--- config.mk ---
export PLATFORM = sky130hd
export DESIGN_NAME = mipi_tx_payload_sched_flat
export DESIGN_NICKNAME = d
export VERILOG_FILES = /design/src/rtl/mipi_tx_payload_sched_if.sv /design/src/rtl/mipi_tx_payload_sched.sv /design/src/flat_wrapper.sv
export SDC_FILE = /design/constraint.sdc
export NUM_CORES = 1
export LEC_CHECK = 0
export CELL_PAD_IN_SITES_DETAIL_PLACEMENT = 1
export CELL_PAD_IN_SITES_GLOBAL_PLACEMENT = 2
export CORE_AREA = 2 2 605 607
export CTS_BUF_LIST = sky130_fd_sc_hd__clkbuf_8
export CTS_CLUSTER_DIAMETER = 50
export CTS_CLUSTER_SIZE = 28
export DETAILED_ROUTE_END_ITERATION = 10
export DIE_AREA = 0 0 607 609
export PLACE_DENSITY_LB_ADDON = 0.08
export SLEW_MARGIN = 10
export SYNTH_ARGS = -nofsm -noshare
export SYNTH_HDL_FRONTEND = slang
export SYNTH_SLANG_ARGS = --single-unit
export TNS_END_PERCENT = 20
--- constraint.sdc ---
create_clock -name tx_pixel_clk -period 3.15 [get_ports tx_pixel_clk]
set_clock_uncertainty 0.15 [all_clocks]
set_input_delay 0.315 -clock tx_pixel_clk [delete_from_list [all_inputs] [get_ports tx_pixel_clk]]
set_output_delay 0.315 -clock tx_pixel_clk [all_outputs]
set_load 0.05 [all_outputs]
--- src/rtl/mipi_tx_payload_sched_if.sv ---
// Requester handshakes and pixel-generator output bus of the MIPI TX payload
// scheduler. The master side is the requesters plus the pixel data generator;
// the slave side is the scheduler itself.
interface mipi_tx_payload_sched_if #(
  parameter int DLEN = 64
);
  logic                req0_valid;
  logic [DLEN*8-1:0]   req0_data;
  logic                req0_ready;
  logic                req1_valid;
  logic [DLEN*8-1:0]   req1_data;
  logic                req1_ready;
  logic [DLEN*8-1:0]   pix_gen_data;
  logic                data_available;
  logic                grant_id;
  logic [15:0]         frames_sent;

  modport master (
    output req0_valid, req0_data, req1_valid, req1_data,
    input  req0_ready, req1_ready,
    input  pix_gen_data, data_available, grant_id, frames_sent
  );

  modport slave (
    input  req0_valid, req0_data, req1_valid, req1_data,
    output req0_ready, req1_ready,
    output pix_gen_data, data_available, grant_id, frames_sent
  );
endinterface

--- src/rtl/mipi_tx_payload_sched.sv ---
// MIPI TX payload scheduler: accepts one payload from two round-robin
// requesters, waits for a frame vsync edge, then presents the payload to the
// pixel data generator for REPEAT frames before returning to idle.
//
// Handshake: reqN_ready is a single-cycle accept strobe decoded from the
// current state. It is high only in IDLE, out of reset, without flush, and
// only for the requester that wins arbitration; the payload is taken on the
// rising edge where reqN_valid && reqN_ready. At most one ready is high.
module mipi_tx_payload_sched #(
  parameter int DLEN   = 64,
  parameter int REPEAT = 2
) (
  input  logic                         tx_pixel_clk,
  input  logic                         rst_n,
  input  logic                         frame_vsync,
  input  logic                         flush,
  mipi_tx_payload_sched_if.slave       bus,
  output logic [1:0]                   state_dbg
);

  localparam int         W          = DLEN * 8;
  localparam logic [3:0] REPEAT_CNT = 4'(REPEAT);

  typedef enum logic [1:0] {
    IDLE = 2'd0,
    ARM  = 2'd1,
    SEND = 2'd2
  } state_t;

  state_t         state;
  logic           vsync_prev;
  logic           last_grant;
  logic [3:0]     frame_cnt;
  logic [W-1:0]   payload_q;
  logic           data_avail_q;
  logic           grant_q;
  logic [15:0]    frames_sent_q;

  logic           vsync_rise;
  logic           win_id;
  logic           accept;
  logic [3:0]     cnt_next;

  // Edge detect, round-robin winner and accept decode for the current cycle.
  always_comb begin
    vsync_rise = frame_vsync & ~vsync_prev;
    cnt_next   = frame_cnt + 4'd1;
    win_id     = 1'b0;
    if (bus.req0_valid && bus.req1_valid) begin
      // Both asking: the one not granted last time wins.
      win_id = ~last_grant;
    end else if (bus.req1_valid) begin
      win_id = 1'b1;
    end
    accept = rst_n && (state == IDLE) && !flush &&
             (bus.req0_valid || bus.req1_valid);
  end

  assign bus.req0_ready     = accept & ~win_id;
  assign bus.req1_ready     = accept &  win_id;
  assign bus.pix_gen_data   = payload_q;
  assign bus.data_available = data_avail_q;
  assign bus.grant_id       = grant_q;
  assign bus.frames_sent    = frames_sent_q;
  assign state_dbg          = state;

  // Scheduler FSM with its registered outputs and the vsync history bit.
  always_ff @(posedge tx_pixel_clk or negedge rst_n) begin
    if (!rst_n) begin
      state         <= IDLE;
      vsync_prev    <= 1'b1;  // a vsync already high at release is not an edge
      last_grant    <= 1'b1;  // requester 0 wins the first contested arbitration
      frame_cnt     <= 4'd0;
      payload_q     <= '0;
      data_avail_q  <= 1'b0;
      grant_q       <= 1'b0;
      frames_sent_q <= 16'd0;
    end else begin
      vsync_prev <= frame_vsync;
      case (state)
        IDLE: begin
          if (accept) begin
            payload_q  <= win_id ? bus.req1_data : bus.req0_data;
            grant_q    <= win_id;
            last_grant <= win_id;
            state      <= ARM;
          end
        end
        ARM: begin
          if (flush) begin
            state <= IDLE;
          end else if (vsync_rise) begin
            state        <= SEND;
            data_avail_q <= 1'b1;
            frame_cnt    <= 4'd0;
          end
        end
        SEND: begin
          if (flush) begin
            // Abort wins over a coincident vsync edge: nothing is counted.
            state        <= IDLE;
            data_avail_q <= 1'b0;
          end else if (vsync_rise) begin
            frame_cnt     <= cnt_next;
            frames_sent_q <= frames_sent_q + 16'd1;
            if (cnt_next == REPEAT_CNT) begin
              state        <= IDLE;
              data_avail_q <= 1'b0;
            end
          end
        end
        default: begin
          state        <= IDLE;
          data_avail_q <= 1'b0;
        end
      endcase
    end
  end

endmodule

--- src/flat_wrapper.sv ---
// flat-port wrapper written by rule: the top's interface ports become plain ports
module mipi_tx_payload_sched_flat 
#(
  parameter int DLEN   = 64,
  parameter int REPEAT = 2
)
  (tx_pixel_clk, rst_n, frame_vsync, flush, state_dbg, bus_req0_valid, bus_req0_data, bus_req1_valid, bus_req1_data, bus_req0_ready, bus_req1_ready, bus_pix_gen_data, bus_data_available, bus_grant_id, bus_frames_sent);
  mipi_tx_payload_sched_if #(.DLEN(DLEN)) bus_i ();
  input  logic tx_pixel_clk;
  input  logic rst_n;
  input  logic frame_vsync;
  input  logic flush;
  output logic [1:0] state_dbg;
  input wire logic [$bits(bus_i.req0_valid)-1:0] bus_req0_valid;
  input wire logic [$bits(bus_i.req0_data)-1:0] bus_req0_data;
  input wire logic [$bits(bus_i.req1_valid)-1:0] bus_req1_valid;
  input wire logic [$bits(bus_i.req1_data)-1:0] bus_req1_data;
  output wire logic [$bits(bus_i.req0_ready)-1:0] bus_req0_ready;
  output wire logic [$bits(bus_i.req1_ready)-1:0] bus_req1_ready;
  output wire logic [$bits(bus_i.pix_gen_data)-1:0] bus_pix_gen_data;
  output wire logic [$bits(bus_i.data_available)-1:0] bus_data_available;
  output wire logic [$bits(bus_i.grant_id)-1:0] bus_grant_id;
  output wire logic [$bits(bus_i.frames_sent)-1:0] bus_frames_sent;
  assign bus_i.req0_valid = bus_req0_valid;
  assign bus_i.req0_data = bus_req0_data;
  assign bus_i.req1_valid = bus_req1_valid;
  assign bus_i.req1_data = bus_req1_data;
  assign bus_req0_ready = bus_i.req0_ready;
  assign bus_req1_ready = bus_i.req1_ready;
  assign bus_pix_gen_data = bus_i.pix_gen_data;
  assign bus_data_available = bus_i.data_available;
  assign bus_grant_id = bus_i.grant_id;
  assign bus_frames_sent = bus_i.frames_sent;
  mipi_tx_payload_sched #(.DLEN(DLEN), .REPEAT(REPEAT)) u_core (.tx_pixel_clk(tx_pixel_clk), .rst_n(rst_n), .frame_vsync(frame_vsync), .flush(flush), .bus(bus_i), .state_dbg(state_dbg));
endmodule
Word-level counts from Yosys, hierarchy flattened --
Index checks and enable logic that the tools add are counted.
Storage, ports and cells: flip-flop bits (word level) 538, bits of input ports 1030, output and inout bits 534, word-level logic and storage cells 63
Cells by class: add/subtract/negate cells 2, equality and inequality tests 11, mux-type cells 21, bitwise gates (word level) 8, reductions and logical operators 13
Operator list (number):
- 512-bit 2-to-1 mux | 1
- 16-bit by 1-bit adder with 16-bit output, second input constant | 1
- 4-bit 2-to-1 mux | 4
- 2-bit 2-to-1 mux | 6
- 5-bit AND reduction | 2
- 3-bit by 2-bit != test with 1-bit output, second input constant | 3
- 4-bit case mux with 2 select lines | 1
- 1-bit 2-to-1 mux | 7
- 2-bit by 1-bit != test with 1-bit output, second input constant | 3
- 2-bit case mux with 3 select lines | 1
- 1-bit inverter | 5
- 4-bit by 1-bit adder with 4-bit output, second input constant | 1
- 4-bit by 2-bit equality test with 1-bit output, second input constant | 1
- 1-bit logical AND | 4
- 2-bit != test, second input constant | 2
- 4-bit AND reduction | 1
- 1-bit bitwise AND | 3
- 1-bit case mux with 3 select lines | 1
- 3-bit AND reduction | 1
- 2-bit by 1-bit equality test with 1-bit output, second input constant | 1
- 2-bit equality test, second input constant | 1
- 2-bit logical NOT | 1
- 2-bit AND reduction | 1
- 2-bit nonzero test | 1
- 2 further kinds | 2

Depth between registers and ports, before layout --
Gate-level depths: netlist (run 1).
depth after elaboration 6, gate-level depth with buffers 8, mapped depth without buffers 6

Worst setup path before layout (run 1) --
Ideal clock, no wire load.
kind register -> output, from register u_core.state[1], in the netlist u_core.state_dbg[1], to output bus_req1_ready, arrival time 2009 ps, data required time 2685 ps, setup slack 676 ps, cell stages (with the launch flop) 5, path buffers 1, cells stage by stage dfrtp_1 buf_6 nor4b_2 o21ai_0 nor2_1
Between the ends: word-level cells in the longest chain between the ends 5
RTL lines:
- start: declaration | line mipi_tx_payload_sched.sv:30 | state_t state;
- start signal: assignment | line mipi_tx_payload_sched.sv:70 | state <= IDLE;
- start signal: assignment | line mipi_tx_payload_sched.sv:86 | state <= ARM;
- start signal: assignment | line mipi_tx_payload_sched.sv:91 | state <= IDLE;
- 2-bit logical NOT | line mipi_tx_payload_sched.sv:55 | accept = rst_n && (state == IDLE) && !flush &&
- 1-bit logical AND (3 in series) | line mipi_tx_payload_sched.sv:55
- 1-bit bitwise AND | line mipi_tx_payload_sched.sv:60 | assign bus.req1_ready = accept & win_id;
- end: declaration | line flat_wrapper.sv:19 | output wire logic [$bits(bus_i.req1_ready)-1:0] bus_req1_ready;
No other way between the ends.

Worst setup path in the final report (run 1) --
from input flush, to output bus_req1_ready
Between the ends: word-level cells in the longest chain between the ends 4
RTL lines:
- start: declaration | line flat_wrapper.sv:12 | input logic flush;
- 1-bit logical NOT | line mipi_tx_payload_sched.sv:55
- 1-bit logical AND (2 in series) | line mipi_tx_payload_sched.sv:55
- 1-bit bitwise AND | line mipi_tx_payload_sched.sv:60
No other way between the ends.

==> impl_metrics.json, run 1 <==
{
  "antenna_left": 0,
  "p_seq_share_pct": 23.4,
  "nFillCells": 42500,
  "die_h_um": 609,
  "outcome": "completed",
  "die_w_um": 607,
  "report.final.slew_viol_count": 0,
  "synth_xor_area_share_pct": 0.532,
  "netlist_area_mm2": 0.0247,
  "yosys_warnings": 0,
  "pin_count": 1564,
  "fin_cells": 10600,
  "synth-edff-count": 0,
  "cts.reportedPaths.clkPinSlew_ps": 50,
  "fin_crit_ps": 2940,
  "synth_compound_area_share_pct": 13.6,
  "synthFlopType": "dfrtp_1",
  "route.detailed.drc": 0,
  "finalInstanceArea_mm2": 0.0604,
  "finalSetupTns_ps": 0,
  "switching_share_pct": 43.1,
  "clk_path_buf_depth": 4,
  "yosysSeqAreaShare_pct": 54.5,
  "drive_gt1_share_pct": 7.12,
  "arrival_ps": 2480,
  "placed_area_mm2": 0.0462,
  "synth.area.mux_share_pct": 0.0456,
  "setup_violations": 0,
  "async_flop_share_pct": 100,
  "synthCells": 2916,
  "first_pass_iters": 5,
  "tightest_slew_ps": 1010,
  "grt_pass1_wl_um": 346000,
  "synth_fa_ha_area_share_pct": 0.152,
  "crit_path_max_fanout": 5,
  "dp_hpwl_um": 212000,
  "clock-sinks": 538,
  "grt_pass1_vias": 36700,
  "clkPwrFrac_pct": 29.6,
  "core-area_mm2": 0.364,
  "ys_types": 37,
  "postCtsSetupRepairBufs": 0,
  "crit_path_start_kind": "input port",
  "p_leak_uw": 0.0231,
  "powerDensity_mw_per_mm2": 690,
  "reg2reg_depth": 8,
  "synth_top_area_share_pct": 54.3,
  "fmax_ghz": 0.340,
  "hold_class": "input port to flop",
  "antenna_found_initial": 210,
  "timing.final.ws_setup_ps": 207,
  "endpoint_kind": "output pin",
  "start_util_pct": 6.78,
  "vias": 33000,
  "syn-num-nets": 3949,
  "period_share_pct": 93.4,
  "ys_seq_elements": 538,
  "p_int_uw": 23700,
  "dp_slack_ps": 439,
  "wl_per_cell_um": 25.0,
  "hold_viol": 0,
  "place_congestion": 0.757,
  "worstSetupPathType": "input port to output pin",
  "drv_cap": 0,
  "cts_root_buf": "clkbuf_8",
  "final_nets": 6598,
  "ctsHtreeMaxLevel": 4,
  "synth_top_family_by_area": "simple AND/OR/NAND/NOR gates",
  "grt_max_degree": 103,
  "dp_cells": 9169,
  "avgViaCountPerCell": 3.13,
  "synth-simple-area-share_pct": 24.6,
  "io_buffer_count": 1563,
  "drt_wl_total_um": 264000,
  "p_sw_uw": 17900,
  "rsz0062_at_grt": "false",
  "num_rows": 222,
  "insertion_delay_ps": 950,
  "synth.avg_cell_area_um2": 8.47,
  "slew_headroom_pct": 32.4,
  "synth.largest_area_cell": "dfrtp_1",
  "ir_worst_vdd_mv": 0.257,
  "grt_overflow": 0,
  "gr-usage-all-layers_pct": 13.9,
  "crit_required_ps": 2680,
  "synthTopCellsByArea": "dfrtp_1, nand2_1, a31oi_1",
  "drtIter0Drc": 1182,
  "cts_tree": "built",
  "numCtsBuffers": 186,
  "pwr-share-comb_pct": 47.0,
  "die_area_mm2": 0.370,
  "area_growth_syn_to_layout_pct": 145,
  "hold_path_depth": 3
}
==> per-layer routing <==
metal  global-route usage, %  vias up  part of all wire, %
li1                        -    15100                    -
met3                    4.65      536                  7.5
met4                    3.13       90                  2.7
met2                    25.7     1158                   52
met1                    15.0    16100                   38
met5                       0        -                 0.22
==> state kept, by name, indices dropped and copies added (netlist names) <==
name / cells
u_core.last_grant: 1
u_core.bus.data_available: 1
u_core.bus.pix_gen_data: 512
u_core.vsync_prev: 1
u_core.frame_cnt: 4
u_core.bus.grant_id: 1
u_core.bus.frames_sent: 16
u_core.state_dbg: 2
==> worst max-delay path, cell delays in order <==
cell	delay, ps
dlygate4sd3_1	540
clkdlybuf4s50_1	540
nor4b_2	370
o21ai_1	220
nor2_1	140
buf_4	190
buf_12	150
==> stage by stage <==
stage                     util (%)  hold slack, ps  power [uW]
final                         16.6            87.4       41600
after global routing          16.6            60.0       44000
after CTS                     16.6           0.136       42900
after detailed placement      12.7             296       26800
after global placement        12.7             290       26800
after floorplan                  -            -131       18400
==> cells in the final DEF, fill, tap and decap left out, drive strengths merged, types with 10 or more instances in the layout <==
cell	n
diode	34
dlygate4sd3	1024
inv	53
dfrtp	536
clkdlybuf4s50	1553
xor2	10
nor2	522
nand2	1036
clkinv	29
buf	113
a31oi	512
clkbuf	239
==> power by group through the flow <==
stage          logic (uW)  clock network, uW  registers, uW
6_report            19600              12300           9750
5_1_grt             20600              13400          10000
4_1_cts             20000              13100           9800
3_5_place_dp        16900                  0           9890
3_3_place_gp        16900                  0           9860
2_1_floorplan        2690                  0          15800
==> final cells by class <==
| type | instances | area (um^2) | share of cell area [%] |
|---|---|---|---|
| Inverter | 6 | 22.5 | 0.0373 |
| Clock buffer | 239 | 3290 | 5.45 |
| Sequential cell | 538 | 13500 | 22.3 |
| Antenna cell | 34 | 85.1 | 0.141 |
| Multi-Input combinational cell | 2143 | 9610 | 15.9 |
| Timing Repair Buffer | 2690 | 27300 | 45.2 |
| Clock inverter | 86 | 587 | 0.972 |
| Tap cell | 4816 | 6030 | 9.98 |
==> synth_stat cells, drive strengths merged, types with 5 or more instances <==
| cell | n |
|---|---|
| a21oi | 5 |
| a31oi | 512 |
| o21ai | 8 |
| nand3 | 6 |
| clkbuf | 109 |
| dfrtp | 536 |
| nor3 | 9 |
| buf | 120 |
| xnor2 | 5 |
| nand2 | 1036 |
| xor2 | 10 |
| inv | 6 |
| nor2 | 522 |
==> logic make-up (layout without fill, tap and decap cells) <==
| group | after synthesis | in the layout |
|---|---|---|
| other cells | 0 | 34 |
| flops | 538 | 538 |
| mux | 1 | 1 |
| simple gates | 1589 | 1589 |
| buf+inv | 235 | 3021 |
| fa+ha+maj | 3 | 3 |
| compound gates | 535 | 535 |
| xor+xnor | 15 | 15 |
==> path summary, 6_finish.rpt <==
path / from / to / slack (ps)
setup / recovery: flush / bus_req1_ready / 210
hold / removal: bus_req1_data[262] / u_core.bus.pix_gen_data[262]$_DFFE_PN0P_ / 90
setup reg to reg: u_core.state_dbg[1]$_DFFE_PN0P_ / u_core.bus.pix_gen_data[463]$_DFFE_PN0P_ / 390
hold reg to reg: u_core.bus.frames_sent[15]$_DFFE_PN0P_ / u_core.bus.frames_sent[15]$_DFFE_PN0P_ / 340
max in group asynchronous: rst_n / u_core.bus.pix_gen_data[60]$_DFFE_PN0P_ / 1080
min in group asynchronous: rst_n / u_core.bus.pix_gen_data[334]$_DFFE_PN0P_ / 590
==> what timing repair did <==
item                                     CTS  global route
hold endpoints to repair                1052             0
resized for setup                          1             0
hold buffers                            1024             0
endpoints found under the setup margin     2             0
Power figures use the tool's default switching activity.
==> inputs of run 2 (changes only) <==
--- a/config.mk
+++ b/config.mk
@@ -13,6 +13,7 @@
 export CTS_CLUSTER_SIZE = 28
 export DETAILED_ROUTE_END_ITERATION = 10
 export DIE_AREA = 0 0 607 609
+export GPL_TIMING_DRIVEN = 1
 export PLACE_DENSITY_LB_ADDON = 0.08
 export SLEW_MARGIN = 10
 export SYNTH_ARGS = -nofsm -noshare
==> results of run 2 <==
No change in the layout: final DEF, timing and power equal those of run 1.
